## src/rtl/noc_pkg.sv

```systemverilog
// Shared NoC router definitions: flit type encodings, port indices and
// the output-arbiter state encoding.
package noc_pkg;

  localparam logic [2:0] FLIT_HEADER = 3'b001;
  localparam logic [2:0] FLIT_BODY   = 3'b010;
  localparam logic [2:0] FLIT_TAIL   = 3'b100;
  localparam logic [2:0] FLIT_SINGLE = 3'b101;

  localparam int unsigned PORT_L = 0;
  localparam int unsigned PORT_N = 1;
  localparam int unsigned PORT_E = 2;
  localparam int unsigned PORT_W = 3;
  localparam int unsigned PORT_S = 4;

  typedef enum logic {
    IDLE,
    LOCKED
  } arb_state_t;

endpackage

```

## src/rtl/packet_rr_arbiter_if.sv

```systemverilog
// Bundle between the input ports / downstream credit return and one output
// channel arbiter. slave = arbiter side, master = upstream/driver side.
interface packet_rr_arbiter_if #(
  parameter int unsigned NPORTS  = 5,
  parameter int unsigned CREDITS = 4
);
  localparam int unsigned CW = $clog2(CREDITS + 1);

  logic [NPORTS-1:0]   req;
  logic [3*NPORTS-1:0] flit_id;
  logic                credit_ret;
  logic [NPORTS-1:0]   grant;
  logic [2:0]          owner;
  logic                fwd;
  logic [CW-1:0]       credits;
  logic                timeout_err;

  modport slave (
    input  req, flit_id, credit_ret,
    output grant, owner, fwd, credits, timeout_err
  );

  modport master (
    output req, flit_id, credit_ret,
    input  grant, owner, fwd, credits, timeout_err
  );
endinterface

```

## src/rtl/packet_rr_arbiter_rr_picker.sv

```systemverilog
// Combinational rotating-priority select: searches from i_start+1 upward,
// wrapping modulo NPORTS, and returns the first set request.
module rr_picker #(
  parameter int unsigned NPORTS = 5,
  parameter int unsigned IW     = 3
) (
  input  logic [NPORTS-1:0] i_req,
  input  logic [IW-1:0]     i_start,
  output logic              o_valid,
  output logic [IW-1:0]     o_idx
);

  always_comb begin
    logic [IW-1:0] v_idx;
    o_valid = 1'b0;
    o_idx   = '0;
    v_idx   = '0;
    for (int unsigned off = 1; off <= NPORTS; off++) begin
      v_idx = IW'((32'(i_start) + off) % NPORTS);
      if (!o_valid && i_req[v_idx]) begin
        o_valid = 1'b1;
        o_idx   = v_idx;
      end
    end
  end

endmodule

```

## src/rtl/packet_rr_arbiter.sv

```systemverilog
// Packet-locked round-robin arbiter for one router output channel, with
// downstream credit gating and a per-lock stall watchdog.
module packet_rr_arbiter
  import noc_pkg::*;
#(
  parameter int unsigned NPORTS  = 5,
  parameter int unsigned CREDITS = 4,
  parameter int unsigned TIMEOUT = 1023
) (
  input  logic               clk,
  input  logic               rst,
  packet_rr_arbiter_if.slave bus
);

  localparam int unsigned CW = $clog2(CREDITS + 1);
  localparam int unsigned WW = $clog2(TIMEOUT + 1);

  arb_state_t        r_state, w_state_nxt;
  logic [NPORTS-1:0] r_grant, w_grant_nxt;
  logic [2:0]        r_owner, w_owner_nxt;
  logic [2:0]        r_rr_ptr, w_rr_ptr_nxt;
  logic [CW-1:0]     r_credits, w_credits_nxt;
  logic [WW-1:0]     r_wdog, w_wdog_nxt;
  logic              r_timeout_err, w_timeout_err_nxt;

  logic [NPORTS-1:0] w_cand;
  logic              w_pick_valid;
  logic [2:0]        w_pick_idx;
  logic              w_owner_req;
  logic [2:0]        w_owner_type;
  logic              w_fwd, w_tail, w_timeout;

  // Only headers (incl. single-flit) may open a lock; owner flit is muxed
  // with constant indices to keep the select widths exact.
  always_comb begin
    w_cand       = '0;
    w_owner_req  = 1'b0;
    w_owner_type = '0;
    for (int unsigned i = 0; i < NPORTS; i++) begin
      w_cand[i] = bus.req[i] & (|(bus.flit_id[3*i +: 3] & FLIT_HEADER));
      if (r_owner == 3'(i)) begin
        w_owner_req  = bus.req[i];
        w_owner_type = bus.flit_id[3*i +: 3];
      end
    end
  end

  rr_picker #(
    .NPORTS (NPORTS),
    .IW     (3)
  ) u_picker (
    .i_req   (w_cand),
    .i_start (r_rr_ptr),
    .o_valid (w_pick_valid),
    .o_idx   (w_pick_idx)
  );

  assign w_fwd     = (r_state == LOCKED) && w_owner_req && (r_credits != '0);
  assign w_tail    = w_fwd && (|(w_owner_type & FLIT_TAIL));
  assign w_timeout = (r_state == LOCKED) && !w_fwd && (r_wdog == WW'(TIMEOUT));

  always_comb begin
    w_state_nxt       = r_state;
    w_grant_nxt       = r_grant;
    w_owner_nxt       = r_owner;
    w_rr_ptr_nxt      = r_rr_ptr;
    w_wdog_nxt        = r_wdog;
    w_timeout_err_nxt = 1'b0;
    unique case (r_state)
      IDLE: begin
        if (w_pick_valid) begin
          w_state_nxt              = LOCKED;
          w_owner_nxt              = w_pick_idx;
          w_grant_nxt              = '0;
          w_grant_nxt[w_pick_idx]  = 1'b1;
          w_wdog_nxt               = '0;
        end
      end
      LOCKED: begin
        if (w_tail || w_timeout) begin
          w_state_nxt       = IDLE;
          w_grant_nxt       = '0;
          w_owner_nxt       = '0;
          w_rr_ptr_nxt      = r_owner;
          w_wdog_nxt        = '0;
          w_timeout_err_nxt = w_timeout;
        end else if (w_fwd) begin
          w_wdog_nxt = '0;
        end else begin
          w_wdog_nxt = r_wdog + 1'b1;
        end
      end
      default: w_state_nxt = IDLE;
    endcase
  end

  always_comb begin
    w_credits_nxt = r_credits;
    unique case ({w_fwd, bus.credit_ret})
      2'b10: w_credits_nxt = r_credits - 1'b1;
      2'b01: if (r_credits != CW'(CREDITS)) w_credits_nxt = r_credits + 1'b1;
      default: w_credits_nxt = r_credits;
    endcase
  end

  always_ff @(posedge clk) begin
    if (rst) begin
      r_state       <= IDLE;
      r_grant       <= '0;
      r_owner       <= '0;
      r_rr_ptr      <= 3'(NPORTS - 1);
      r_credits     <= CW'(CREDITS);
      r_wdog        <= '0;
      r_timeout_err <= 1'b0;
    end else begin
      r_state       <= w_state_nxt;
      r_grant       <= w_grant_nxt;
      r_owner       <= w_owner_nxt;
      r_rr_ptr      <= w_rr_ptr_nxt;
      r_credits     <= w_credits_nxt;
      r_wdog        <= w_wdog_nxt;
      r_timeout_err <= w_timeout_err_nxt;
    end
  end

  assign bus.grant       = r_grant;
  assign bus.owner       = r_owner;
  assign bus.fwd         = w_fwd;
  assign bus.credits     = r_credits;
  assign bus.timeout_err = r_timeout_err;

endmodule

```

## src/flat_wrapper.sv

```systemverilog
// flat-port wrapper written by rule: the top's interface ports become plain ports
module packet_rr_arbiter_flat import noc_pkg::*;
#(
  parameter int unsigned NPORTS  = 5,
  parameter int unsigned CREDITS = 4,
  parameter int unsigned TIMEOUT = 1023
)
  (clk, rst, bus_req, bus_flit_id, bus_credit_ret, bus_grant, bus_owner, bus_fwd, bus_credits, bus_timeout_err);
  packet_rr_arbiter_if #(.NPORTS(NPORTS), .CREDITS(CREDITS)) bus_i ();
  input  logic clk;
  input  logic rst;
  input wire logic [$bits(bus_i.req)-1:0] bus_req;
  input wire logic [$bits(bus_i.flit_id)-1:0] bus_flit_id;
  input wire logic [$bits(bus_i.credit_ret)-1:0] bus_credit_ret;
  output wire logic [$bits(bus_i.grant)-1:0] bus_grant;
  output wire logic [$bits(bus_i.owner)-1:0] bus_owner;
  output wire logic [$bits(bus_i.fwd)-1:0] bus_fwd;
  output wire logic [$bits(bus_i.credits)-1:0] bus_credits;
  output wire logic [$bits(bus_i.timeout_err)-1:0] bus_timeout_err;
  assign bus_i.req = bus_req;
  assign bus_i.flit_id = bus_flit_id;
  assign bus_i.credit_ret = bus_credit_ret;
  assign bus_grant = bus_i.grant;
  assign bus_owner = bus_i.owner;
  assign bus_fwd = bus_i.fwd;
  assign bus_credits = bus_i.credits;
  assign bus_timeout_err = bus_i.timeout_err;
  packet_rr_arbiter #(.NPORTS(NPORTS), .CREDITS(CREDITS), .TIMEOUT(TIMEOUT)) u_core (.clk(clk), .rst(rst), .bus(bus_i));
endmodule
```

## config.mk

```make
export PLATFORM = sky130hd
export DESIGN_NAME = packet_rr_arbiter_flat
export DESIGN_NICKNAME = d
export VERILOG_FILES = /design/src/rtl/noc_pkg.sv /design/src/rtl/packet_rr_arbiter_if.sv /design/src/rtl/packet_rr_arbiter_rr_picker.sv /design/src/rtl/packet_rr_arbiter.sv /design/src/flat_wrapper.sv
export SDC_FILE = /design/constraint.sdc
export NUM_CORES = 1
export LEC_CHECK = 0
export ABC_AREA = 0
export ABC_CLOCK_PERIOD_IN_PS = 5900
export CORE_ASPECT_RATIO = 1.1
export CORE_UTILIZATION = 58
export DETAILED_ROUTE_END_ITERATION = 7
export PLACE_DENSITY = 0.82
export SLEW_MARGIN = 0
export SYNTH_ARGS = -nofsm -noshare
export SYNTH_HDL_FRONTEND = slang
export SYNTH_SLANG_ARGS = --single-unit
export TNS_END_PERCENT = 20
```

## constraint.sdc

```tcl
create_clock -name clk -period 5.9 [get_ports clk]
set_clock_uncertainty 0.05 [all_clocks]
set_input_delay 1.18 -clock clk [delete_from_list [all_inputs] [get_ports clk]]
set_output_delay 1.18 -clock clk [all_outputs]
set_load 0.02 [all_outputs]
```

==> impl_metrics.py, run 1 <==
metrics = {
    "status": {
        "status": "completed",
    },
    "die": {
        "chipHeight_um": 82.0,
        "row_count": 28,
        "core_area_sq_um": 5500,
        "start_util": 0.613,
        "die-area_sq_um": 6120,
        "num_io_pins": 36,
        "chipWidth_um": 74.7,
    },
    "power_and_ir_drop": {
        "power.density_nw_per_um2": 381,
        "power.ir.vdd_worst_mv": 0.286,
        "leakage_nw": 1.45,
    },
    "detailed_routing": {
        "routed_wirelength_um": 8740,
        "wl_per_cell_um": 16.2,
        "number_of_drc_violations_after_detailed_routing_iteration_0": 364,
        "post-route-drc-count": 0,
        "firstDrtPassIters": 4,
        "viasPerCell": 6.46,
        "vias": 3480,
        "ant_nets": 0,
    },
    "global_routing": {
        "initial_antenna_violation_count": 0,
        "number_of_global_route_vias_before_repair": 3031,
        "grt_start_max_net_pins": 28,
        "grt_overflow": 0,
        "grt_util_all_layers": 0.289,
        "first_pass_grt_wire_length_um": 13800,
    },
    "hold_path": {
        "classification_of_the_worst_slack_hold_path": "register to register",
    },
    "logic_synthesis": {
        "mappedNetlistArea_sq_um": 3370,
        "synth_largest_type_area_fraction": 0.154,
        "synth_seq_cells": 26,
        "synth_net_count": 490,
        "ys_dominant_reg_cell": "dfxtp_1",
        "mux_share_of_post_synthesis_cell_area": 0.0679,
        "ys_top_cells_by_count": "nand2_1, nor2_1, a21oi_1, o21ai_0, dfxtp_1",
        "synth-edff-count": 0,
        "netlist_instances": 441,
        "ys_async_sr_fraction": 0,
        "yosys.area.top_type": "dfxtp_1",
        "yosys.cell_types.count": 79,
        "synth.yosys.seq_area_share": 0.154,
        "synth_area_per_cell_sq_um": 7.64,
        "yosys.area_share.xor_xnor": 0.0464,
        "post_synth_fa_ha_maj_area_fraction": 0.0987,
        "synth_warnings": 0,
        "compound_gate_portion_of_the_synthesized_area": 0.303,
        "synth_simple_gate_area_share": 0.277,
        "dominant_combinational_cell_family_by_area_after_synthesis": "compound AO/OA/AOI/OAI gates",
        "yosys-top-cells-area": "dfxtp_1, ha_1, a21oi_1, nand2_1, nor2_1",
    },
    "critical_path": {
        "r2r-start": "u_core.r_rr_ptr[2]",
        "crit_end": "u_core.bus.grant[2]",
        "critical_path.max_stage_delay_ps": 780,
        "worstSetupPathDepth": 17,
        "cp_max_fo": 16,
        "cp_slowest_cell": "dfxtp_1",
        "cell_class_contributing_the_biggest_share_of_worst_path_delay": "compound AO/OA/AOI/OAI gates",
        "critPathBufInv": 1,
        "cp_cell_sequence": "ha_1, a21oi_1, inv_1, nand2_1, nor2_1, nor2_1, ha_1, nor2b_1, o21ai_0, a211oi_1, a211o_1, a211o_1, mux2i_2, nand4b_4, o2111ai_1, nand2_1, a32o_1",
        "arrival_time_at_the_worst_endpoint_ps": 5270,
        "crit_start": "u_core.r_rr_ptr[2]",
        "crit_path_start_kind": "register",
        "r2r_slack_ps": 740,
        "timing.critical_path.required_ps": 6010,
        "setup.worst_path.end_class": "register",
        "criticalPathCategory": "register to register",
        "rr_worst_depth": 17,
        "regToRegEndpoint": "u_core.bus.grant[2]",
    },
    "final_layout": {
        "num-nets-final": 514,
        "utilization": 0.687,
        "synthToLayoutAreaGrowth_pct": 12.1,
        "fraction_of_final_layout_cells_with_drive_strength_greater_than_1": 0.108,
        "n_antenna_cell": 0,
        "postLayoutCellArea_sq_um": 3780,
    },
    "timing": {
        "final.hold.worst_slack_ps": 439,
        "worst_slew_pin_slew_ps": 735,
        "highest_attainable_clock_frequency_mhz": 194,
        "min_period_over_period": 0.875,
        "number_of_hold_slack_violations_in_the_final_timing_report": 0,
        "finalCriticalPeriod_ps": 5160,
        "slew_headroom": 0.510,
        "setup-violations-final": 0,
        "unrepaired_setup_endpoints_after_global_routing": "false",
        "timing.final.max_slew_violations": 0,
        "postLayoutSetupSlackWorst_ps": 740,
        "setup_total_negative_slack_ps": 0,
    },
    "run": {
        "maxCapViolCount": 0,
    },
    "cts": {
        "cts.sinks": 26,
        "clock_tree.root_cell": "clkbuf_8",
        "cts_hold_repair.buffers": 0,
        "insertion_delay_ps": 260,
        "clk_pin_slew_ps": 80,
        "numCtsBuffers": 3,
        "post_cts_buffers": 0,
        "clock_tree.buffer_depth": 2,
        "quantity_of_gates_resized_following_cts": 0,
        "clock_tree_from_tritoncts": "done",
        "h-tree-depth": 1,
    },
    "placement": {
        "dpl-instance-area_sq_um": 3720,
        "detailedPlacementHpwl_um": 6720,
        "finalWeightedCongestion": 0.942,
        "preCtsSetupSlack_ps": 881,
        "portBuffers": 30,
    },
}
state kept, by name (all words and copies together) (netlist names):
signal	count
u_core.r_rr_ptr	3
u_core.bus.timeout_err	1
u_core.bus.owner	3
u_core.bus.credits	3
u_core.r_state	1
u_core.bus.grant	5
u_core.r_wdog	10
metal layers:
metal / part of all wire / GRT usage
met5: 0 / 0
met4: 0.033 / 0.121
met3: 0.049 / 0.0123
met2: 0.48 / 0.507
met1: 0.44 / 0.365
worst reg2reg max path: cells and delay by family, from the launching register on:
kind | cells | cell delay (ps)
fa+ha+maj | 2 | 930
flops | 1 | 780
compound gates | 7 | 1820
buf+inv | 1 | 230
mux | 1 | 460
simple gates | 6 | 780
how the worst min path moves through the flow:
stage,depth (start not counted),endpoint,slack [ps],from
2_1_floorplan,2,u_core.r_wdog[5],410,u_core.r_wdog[5]
3_3_place_gp,2,u_core.bus.grant[4],400,u_core.bus.grant[4]
3_5_place_dp,2,u_core.bus.grant[4],400,u_core.bus.grant[4]
4_1_cts,2,u_core.bus.grant[4],440,u_core.bus.grant[4]
5_1_grt,2,u_core.bus.grant[4],460,u_core.bus.grant[4]
6_report,2,u_core.bus.grant[4],440,u_core.bus.grant[4]
where the power goes:
part / total [W] / leakage [nW] / internal [W] / switching [W]
clock network: 0.000112 / 0.0288 / 0.0000596 / 0.0000526
logic: 0.00105 / 1.21 / 0.000446 / 0.000603
registers: 0.000280 / 0.211 / 0.000217 / 0.0000629
area by class of cell:
cell class,instances,area [sq um]
clock buffers,4,55.1
fillers,478,1720
inverters,22,82.6
multi-input cells,375,2670
flip-flops and latches,26,520
well taps,75,93.8
repair buffers,37,353
metrics by stage:
| step | power (W) | instances |
|---|---|---|
| after floorplan | 0.00106 | 441 |
| after global placement | 0.00129 | 535 |
| after detailed placement | 0.00131 | 535 |
| after CTS | 0.00143 | 539 |
| after global routing | 0.00156 | 539 |
| final | 0.00144 | 539 |
cells by family after synthesis:
kind of cell,after synthesis
buf+inv,40
mux,19
xor+xnor,11
fa+ha+maj,26
compound gates,147
flops,26
simple gates,172
cells in the final DEF (no fill, tap or decap), types with 5 or more instances in the layout:
cell / count
o21a_1: 6
a211oi_1: 11
a31oi_1: 6
o21ai_0: 28
nor3b_1: 5
xnor2_1: 5
nand3_1: 14
nand2b_1: 9
inv_1: 17
nor3_1: 11
and2_1: 7
a211o_1: 6
mux2i_1: 8
and3_1: 6
nor2_1: 40
dfxtp_1: 26
nand3b_1: 6
or3_1: 5
clkdlybuf4s50_1: 30
nand2_1: 40
ha_1: 25
mux2_2: 8
o211ai_1: 7
nor2b_1: 5
buf_4: 7
a21oi_1: 31
Note: power is estimated with default switching activity, not from simulation.
==> run 2, diff against run 1 <==
CELL_PAD_IN_SITES_DETAIL_PLACEMENT = 0   (was default)
CELL_PAD_IN_SITES_GLOBAL_PLACEMENT = 1   (was default)
CORE_UTILIZATION = 43   (was 58)
PLACE_DENSITY = default   (was 0.82)
PLACE_DENSITY_LB_ADDON = 0.1   (was default)
==> run 2 against run 1 <==
Total power up 2.2%; register-to-register slack better by 200 ps; sequential cell count unchanged; combinational power about the same; global-route usage down 5.8 points; non-clock buffer count up 4; sequential share of layout area down 0.30 points; critical endpoint unchanged; clock power up 29%; via count down 2.8%; die area up 34%; largest power group unchanged.
==> impl_metrics.py, run 2 (same netlist as run 1, synthesis figures left out) <==
metrics = {
    "power_and_ir_drop": {
        "net-switching-power_w": 0.000718,
        "clock_power_share": 0.098,
        "switching_share": 0.488,
        "power.density_nw_per_um2": 381,
        "p_comb_frac": 0.714,
        "power.ir.vdd_worst_mv": 0.257,
        "total_power_w": 0.00147,
        "internal_power_w": 0.000754,
        "leakage_nw": 1.48,
        "pwr-share-seq": 0.187,
    },
    "final_layout": {
        "largest_reg_flops": 10,
        "top_register": "u_core.r_wdog",
        "fraction_of_final_layout_cells_with_drive_strength_greater_than_1": 0.115,
        "n_antenna_cell": 0,
        "num-nets-final": 518,
        "synthToLayoutAreaGrowth_pct": 14.6,
        "postLayoutCellArea_sq_um": 3860,
        "final_cell_mix": "nor2_1, nand2_1, a21oi_1",
    },
    "global_routing": {
        "number_of_global_route_vias_before_repair": 3204,
        "first_pass_grt_wire_length_um": 15200,
        "grt_overflow": 0,
        "grt_start_max_net_pins": 21,
        "grt_util_all_layers": 0.230,
        "initial_antenna_violation_count": 0,
    },
    "detailed_routing": {
        "number_of_drc_violations_after_detailed_routing_iteration_0": 175,
        "post-route-drc-count": 0,
        "ant_nets": 0,
        "routed_wirelength_um": 9170,
        "firstDrtPassIters": 4,
        "vias": 3381,
        "viasPerCell": 5.90,
        "wl_per_cell_um": 16.0,
    },
    "hold_path": {
        "min_from": "u_core.bus.grant[4]",
        "classification_of_the_worst_slack_hold_path": "register to register",
        "hold_path_end": "u_core.bus.grant[4]",
        "number_of_stages_on_the_worst_hold_path": 2,
    },
    "critical_path": {
        "worst_path_most_repeated_cell": "ha_1",
        "r2r_slack_ps": 940,
        "timing.critical_path.required_ps": 6020,
        "critical_path.max_stage_delay_ps": 530,
        "cp_slowest_cell": "dfxtp_1",
        "rr_worst_depth": 18,
        "arrival_time_at_the_worst_endpoint_ps": 5080,
        "crit_path_start_kind": "register",
        "cp_cell_sequence": "ha_1, xnor2_4, inv_2, ha_1, nor4b_2, nor3_1, xnor2_2, ha_1, nor2b_1, nor3_1, a221oi_2, o21ai_1, mux2_2, o32a_1, nand4b_4, o2111ai_1, nand2_1, a32o_1",
        "setup.worst_path.end_class": "register",
        "r2r-start": "u_core.r_rr_ptr[0]",
        "regToRegEndpoint": "u_core.bus.grant[2]",
        "criticalPathCategory": "register to register",
        "cp_max_fo": 8,
    },
    "die": {
        "chipHeight_um": 94.9,
        "die-area_sq_um": 8200,
        "chipWidth_um": 86.4,
        "row_count": 33,
        "start_util": 0.449,
        "num_io_pins": 36,
        "core_area_sq_um": 7510,
    },
    "timing": {
        "slew_headroom": 0.509,
        "min_period_over_period": 0.841,
        "unrepaired_setup_endpoints_after_global_routing": "false",
        "timing.final.max_slew_violations": 0,
        "postLayoutSetupSlackWorst_ps": 939,
        "highest_attainable_clock_frequency_mhz": 202,
        "setup-violations-final": 0,
        "number_of_hold_slack_violations_in_the_final_timing_report": 0,
        "finalCriticalPeriod_ps": 4960,
        "worst_slew_pin_slew_ps": 730,
        "setup_total_negative_slack_ps": 0,
    },
    "cts": {
        "cts_hold_repair.buffers": 0,
        "clock_tree.buffer_depth": 2,
        "quantity_of_gates_resized_following_cts": 0,
        "numCtsBuffers": 3,
        "h-tree-depth": 1,
        "insertion_delay_ps": 260,
        "clock_tree.root_cell": "clkbuf_8",
        "cts.sinks": 26,
        "clock_tree_from_tritoncts": "done",
        "clk_pin_slew_ps": 90,
        "post_cts_buffers": 0,
    },
    "status": {
        "status": "completed",
    },
    "placement": {
        "detailedPlacementHpwl_um": 7380,
        "portBuffers": 30,
        "dpl-instance-area_sq_um": 3790,
        "preCtsSetupSlack_ps": 946,
        "finalWeightedCongestion": 0.891,
    },
    "run": {
        "maxCapViolCount": 0,
    },
}
run 2: changes by cell type in the layout (fill, tap and decap cells not counted), sizes merged:
cell	change
buf	+4
bufinv	+1
clkbuf	-1
run 2: through the flow:
stage | hold slack (ps) | cells | utilization
after floorplan | 411 | 441 | -
after global placement | 412 | 569 | 0.504
final | 430 | 573 | 0.514
after global routing | 463 | 573 | 0.514
after CTS | 439 | 573 | 0.514
after detailed placement | 416 | 569 | 0.504
run 2: worst max-delay path by stage:
| stage | cells after the start | to | startpoint |
|---|---|---|---|
| floorplan | 18 | u_core.bus.grant[2] | u_core.r_rr_ptr[0] |
| global placement | 18 | u_core.bus.grant[2] | u_core.r_rr_ptr[0] |
| detailed placement | 19 | u_core.bus.grant[2] | u_core.r_rr_ptr[1] |
| CTS | 19 | u_core.bus.grant[2] | u_core.r_rr_ptr[1] |
| global route | 16 | u_core.bus.grant[1] | u_core.r_rr_ptr[2] |
| finish | 18 | u_core.bus.grant[2] | u_core.r_rr_ptr[0] |
run 2: critical path, delay by kind of cell (launching register included):
family / cells / cell delay, ps
AND/OR/NAND/NOR: 6 / 1050
flip-flops: 1 / 530
multiplexers: 1 / 310
buffers and inverters: 1 / 120
adder cells (fa/ha/maj): 3 / 890
AO/OA/AOI/OAI: 5 / 1360
XOR/XNOR: 2 / 530
run 2: area by class of cell:
| class | instances | area, sq um |
|---|---|---|
| clock buffer | 3 | 41.3 |
| clock inverter | 1 | 30.0 |
| fill | 780 | 3650 |
| inverter | 22 | 82.6 |
| multi-input combinational | 375 | 2670 |
| sequential | 26 | 520 |
| tap | 105 | 131 |
| timing repair buffer | 41 | 383 |
run 2: power by group through the flow:
stage | registers, W | clock network [W] | logic (W)
after floorplan | 0.000295 | 0 | 0.000766
after global placement | 0.000280 | 0 | 0.00104
after detailed placement | 0.000282 | 0 | 0.00105
after CTS | 0.000278 | 0.000151 | 0.00106
after global routing | 0.000284 | 0.000156 | 0.00117
final | 0.000276 | 0.000145 | 0.00105
run 2: layer usage:
metal / vias to the layer above / GRT usage / part of all wire
met2: 53 / 0.417 / 0.51
met3: 10 / 0.0140 / 0.027
met5: - / 0 / 0
li1: 1717 / - / -
met1: 1601 / 0.292 / 0.45
met4: 0 / 0.0694 / 0.014
==> run 3, diff against run 2 <==
ABC_CLOCK_PERIOD_IN_PS = 4200   (was 5900)
CORE_UTILIZATION = 39   (was 43)
clock period = 4.2 ns   (was 5.9 ns; I/O delays follow)
==> run 3 against run 2 <==
Die area up 10%; final area increased by 18%; sequential share of layout area down 1.8 points; highest routed layer unchanged; largest cell class unchanged.
==> impl_metrics.py, run 3 (same netlist as run 1, synthesis figures left out) <==
metrics = {
    "detailed_routing": {
        "firstDrtPassIters": 4,
        "viasPerCell": 5.73,
        "vias": 3669,
        "post-route-drc-count": 0,
        "wl_per_cell_um": 16.2,
        "number_of_drc_violations_after_detailed_routing_iteration_0": 160,
        "ant_nets": 0,
        "routed_wirelength_um": 10400,
    },
    "hold_path": {
        "number_of_stages_on_the_worst_hold_path": 1,
        "classification_of_the_worst_slack_hold_path": "register to register",
    },
    "run": {
        "maxCapViolCount": 0,
    },
    "global_routing": {
        "grt_start_max_net_pins": 28,
        "first_pass_grt_wire_length_um": 16900,
        "grt_util_all_layers": 0.229,
        "grt_overflow": 0,
        "number_of_global_route_vias_before_repair": 3507,
        "initial_antenna_violation_count": 0,
    },
    "critical_path": {
        "crit_path_start_kind": "register",
        "setup.worst_path.end_class": "register",
        "critical_path.max_stage_delay_ps": 380,
        "cell_class_contributing_the_biggest_share_of_worst_path_delay": "compound AO/OA/AOI/OAI gates",
        "timing.critical_path.required_ps": 4320,
        "criticalPathCategory": "register to register",
        "worstSetupPathDepth": 19,
        "arrival_time_at_the_worst_endpoint_ps": 4140,
        "rr_worst_depth": 19,
        "cp_cell_sequence": "ha_4, xnor2_4, inv_2, ha_4, nor4b_4, nor3_1, buf_4, xnor2_4, ha_2, nor2b_4, nor3_1, a221oi_2, o21ai_1, mux2_2, o32a_1, nand4b_4, o2111ai_4, nand2_2, a32o_1",
        "critPathBufInv": 2,
        "cp_slowest_cell": "dfxtp_4",
        "cp_max_fo": 4,
    },
    "cts": {
        "clock_tree.buffer_depth": 2,
        "clock_tree_from_tritoncts": "done",
        "clock_tree.root_cell": "clkbuf_8",
        "clk_pin_slew_ps": 90,
        "cts.sinks": 26,
        "numCtsBuffers": 3,
        "h-tree-depth": 1,
        "insertion_delay_ps": 270,
        "cts_hold_repair.buffers": 0,
    },
    "die": {
        "chipWidth_um": 90.6,
        "num_io_pins": 36,
        "row_count": 35,
        "chipHeight_um": 99.5,
        "die-area_sq_um": 9020,
        "core_area_sq_um": 8360,
        "start_util": 0.403,
    },
    "final_layout": {
        "num-nets-final": 579,
        "synthToLayoutAreaGrowth_pct": 35.4,
        "layout_commonest_cell": "buf_4",
        "final_cell_mix": "buf_4, nor2_1, nand2_1",
        "largest_reg_flops": 10,
        "n_antenna_cell": 0,
        "top_register": "u_core.r_wdog",
        "fraction_of_final_layout_cells_with_drive_strength_greater_than_1": 0.284,
    },
    "power_and_ir_drop": {
        "leakage_nw": 1.82,
        "power.density_nw_per_um2": 536,
        "total_power_w": 0.00245,
        "power.ir.vdd_worst_mv": 0.300,
    },
    "placement": {
        "finalWeightedCongestion": 0.868,
        "portBuffers": 30,
        "detailedPlacementHpwl_um": 8060,
        "preCtsSetupSlack_ps": -73.6,
    },
    "timing": {
        "finalCriticalPeriod_ps": 4020,
        "setup_total_negative_slack_ps": 0,
        "worst_slew_pin_slew_ps": 513,
        "highest_attainable_clock_frequency_mhz": 249,
        "number_of_hold_slack_violations_in_the_final_timing_report": 0,
        "final.hold.worst_slack_ps": 432,
        "setup-violations-final": 0,
        "min_period_over_period": 0.958,
        "slew_headroom": 0.656,
        "unrepaired_setup_endpoints_after_global_routing": "true",
        "timing.final.max_slew_violations": 0,
        "postLayoutSetupSlackWorst_ps": 178,
    },
    "status": {
        "status": "completed",
    },
}
## run 3: cell count changes in the layout (fill, tap and decap cells not counted), moves of 3 or more
cell	before	now
a211oi_1	11	7
a211oi_2	0	4
buf_4	11	71
dfxtp_1	26	23
dfxtp_4	0	3
ha_1	25	20
ha_4	0	3
nor2b_1	5	2
## run 3: worst paths after layout
kind	from	to	slack (ps)
max reg2reg	u_core.r_rr_ptr[0]	u_core.bus.grant[2]	180
min reg2reg	u_core.bus.grant[1]	u_core.bus.grant[1]	430
min	u_core.bus.grant[1]	u_core.bus.grant[1]	430
max	u_core.r_rr_ptr[0]	u_core.bus.grant[2]	180
## run 3: power by group
| group | total (W) | leakage (nW) | internal (W) | switching [W] |
|---|---|---|---|---|
| combinational | 0.00188 | 1.57 | 0.000893 | 0.000983 |
| sequential | 0.000388 | 0.213 | 0.000306 | 0.0000818 |
| clock | 0.000183 | 0.0339 | 0.000104 | 0.0000796 |
| total | 0.00245 | 1.82 | 0.00130 | 0.00114 |
## run 3: per-stage QoR
step,utilization,area [sq um],instances
CTS,0.519,4340,628
finish,0.546,4560,640
floorplan,-,3430,441
global placement,0.503,4200,621
detailed placement,0.503,4200,621
global route,0.546,4560,640
## run 3: area by class of cell
class	count	area, sq um
flip-flops and latches	26	532
clock buffers	4	66.3
fillers	806	3800
repair buffers	102	853
multi-input cells	375	2890
inverters	22	88.8
well taps	111	139
## run 3: routing by layer
| metal | global-route usage | wire [um] |
|---|---|---|
| met1 | 0.271 | 4510 |
| met4 | 0.0856 | 229 |
| met5 | 0 | 0 |
| met2 | 0.432 | 5400 |
| met3 | 0.0161 | 231 |
## run 3: timing repair
action	4_1_cts	5_1_grt
resized for setup	8	32
buffers inserted	3	12
pin swaps	2	11
setup endpoints to repair	7	19
cloned	0	0
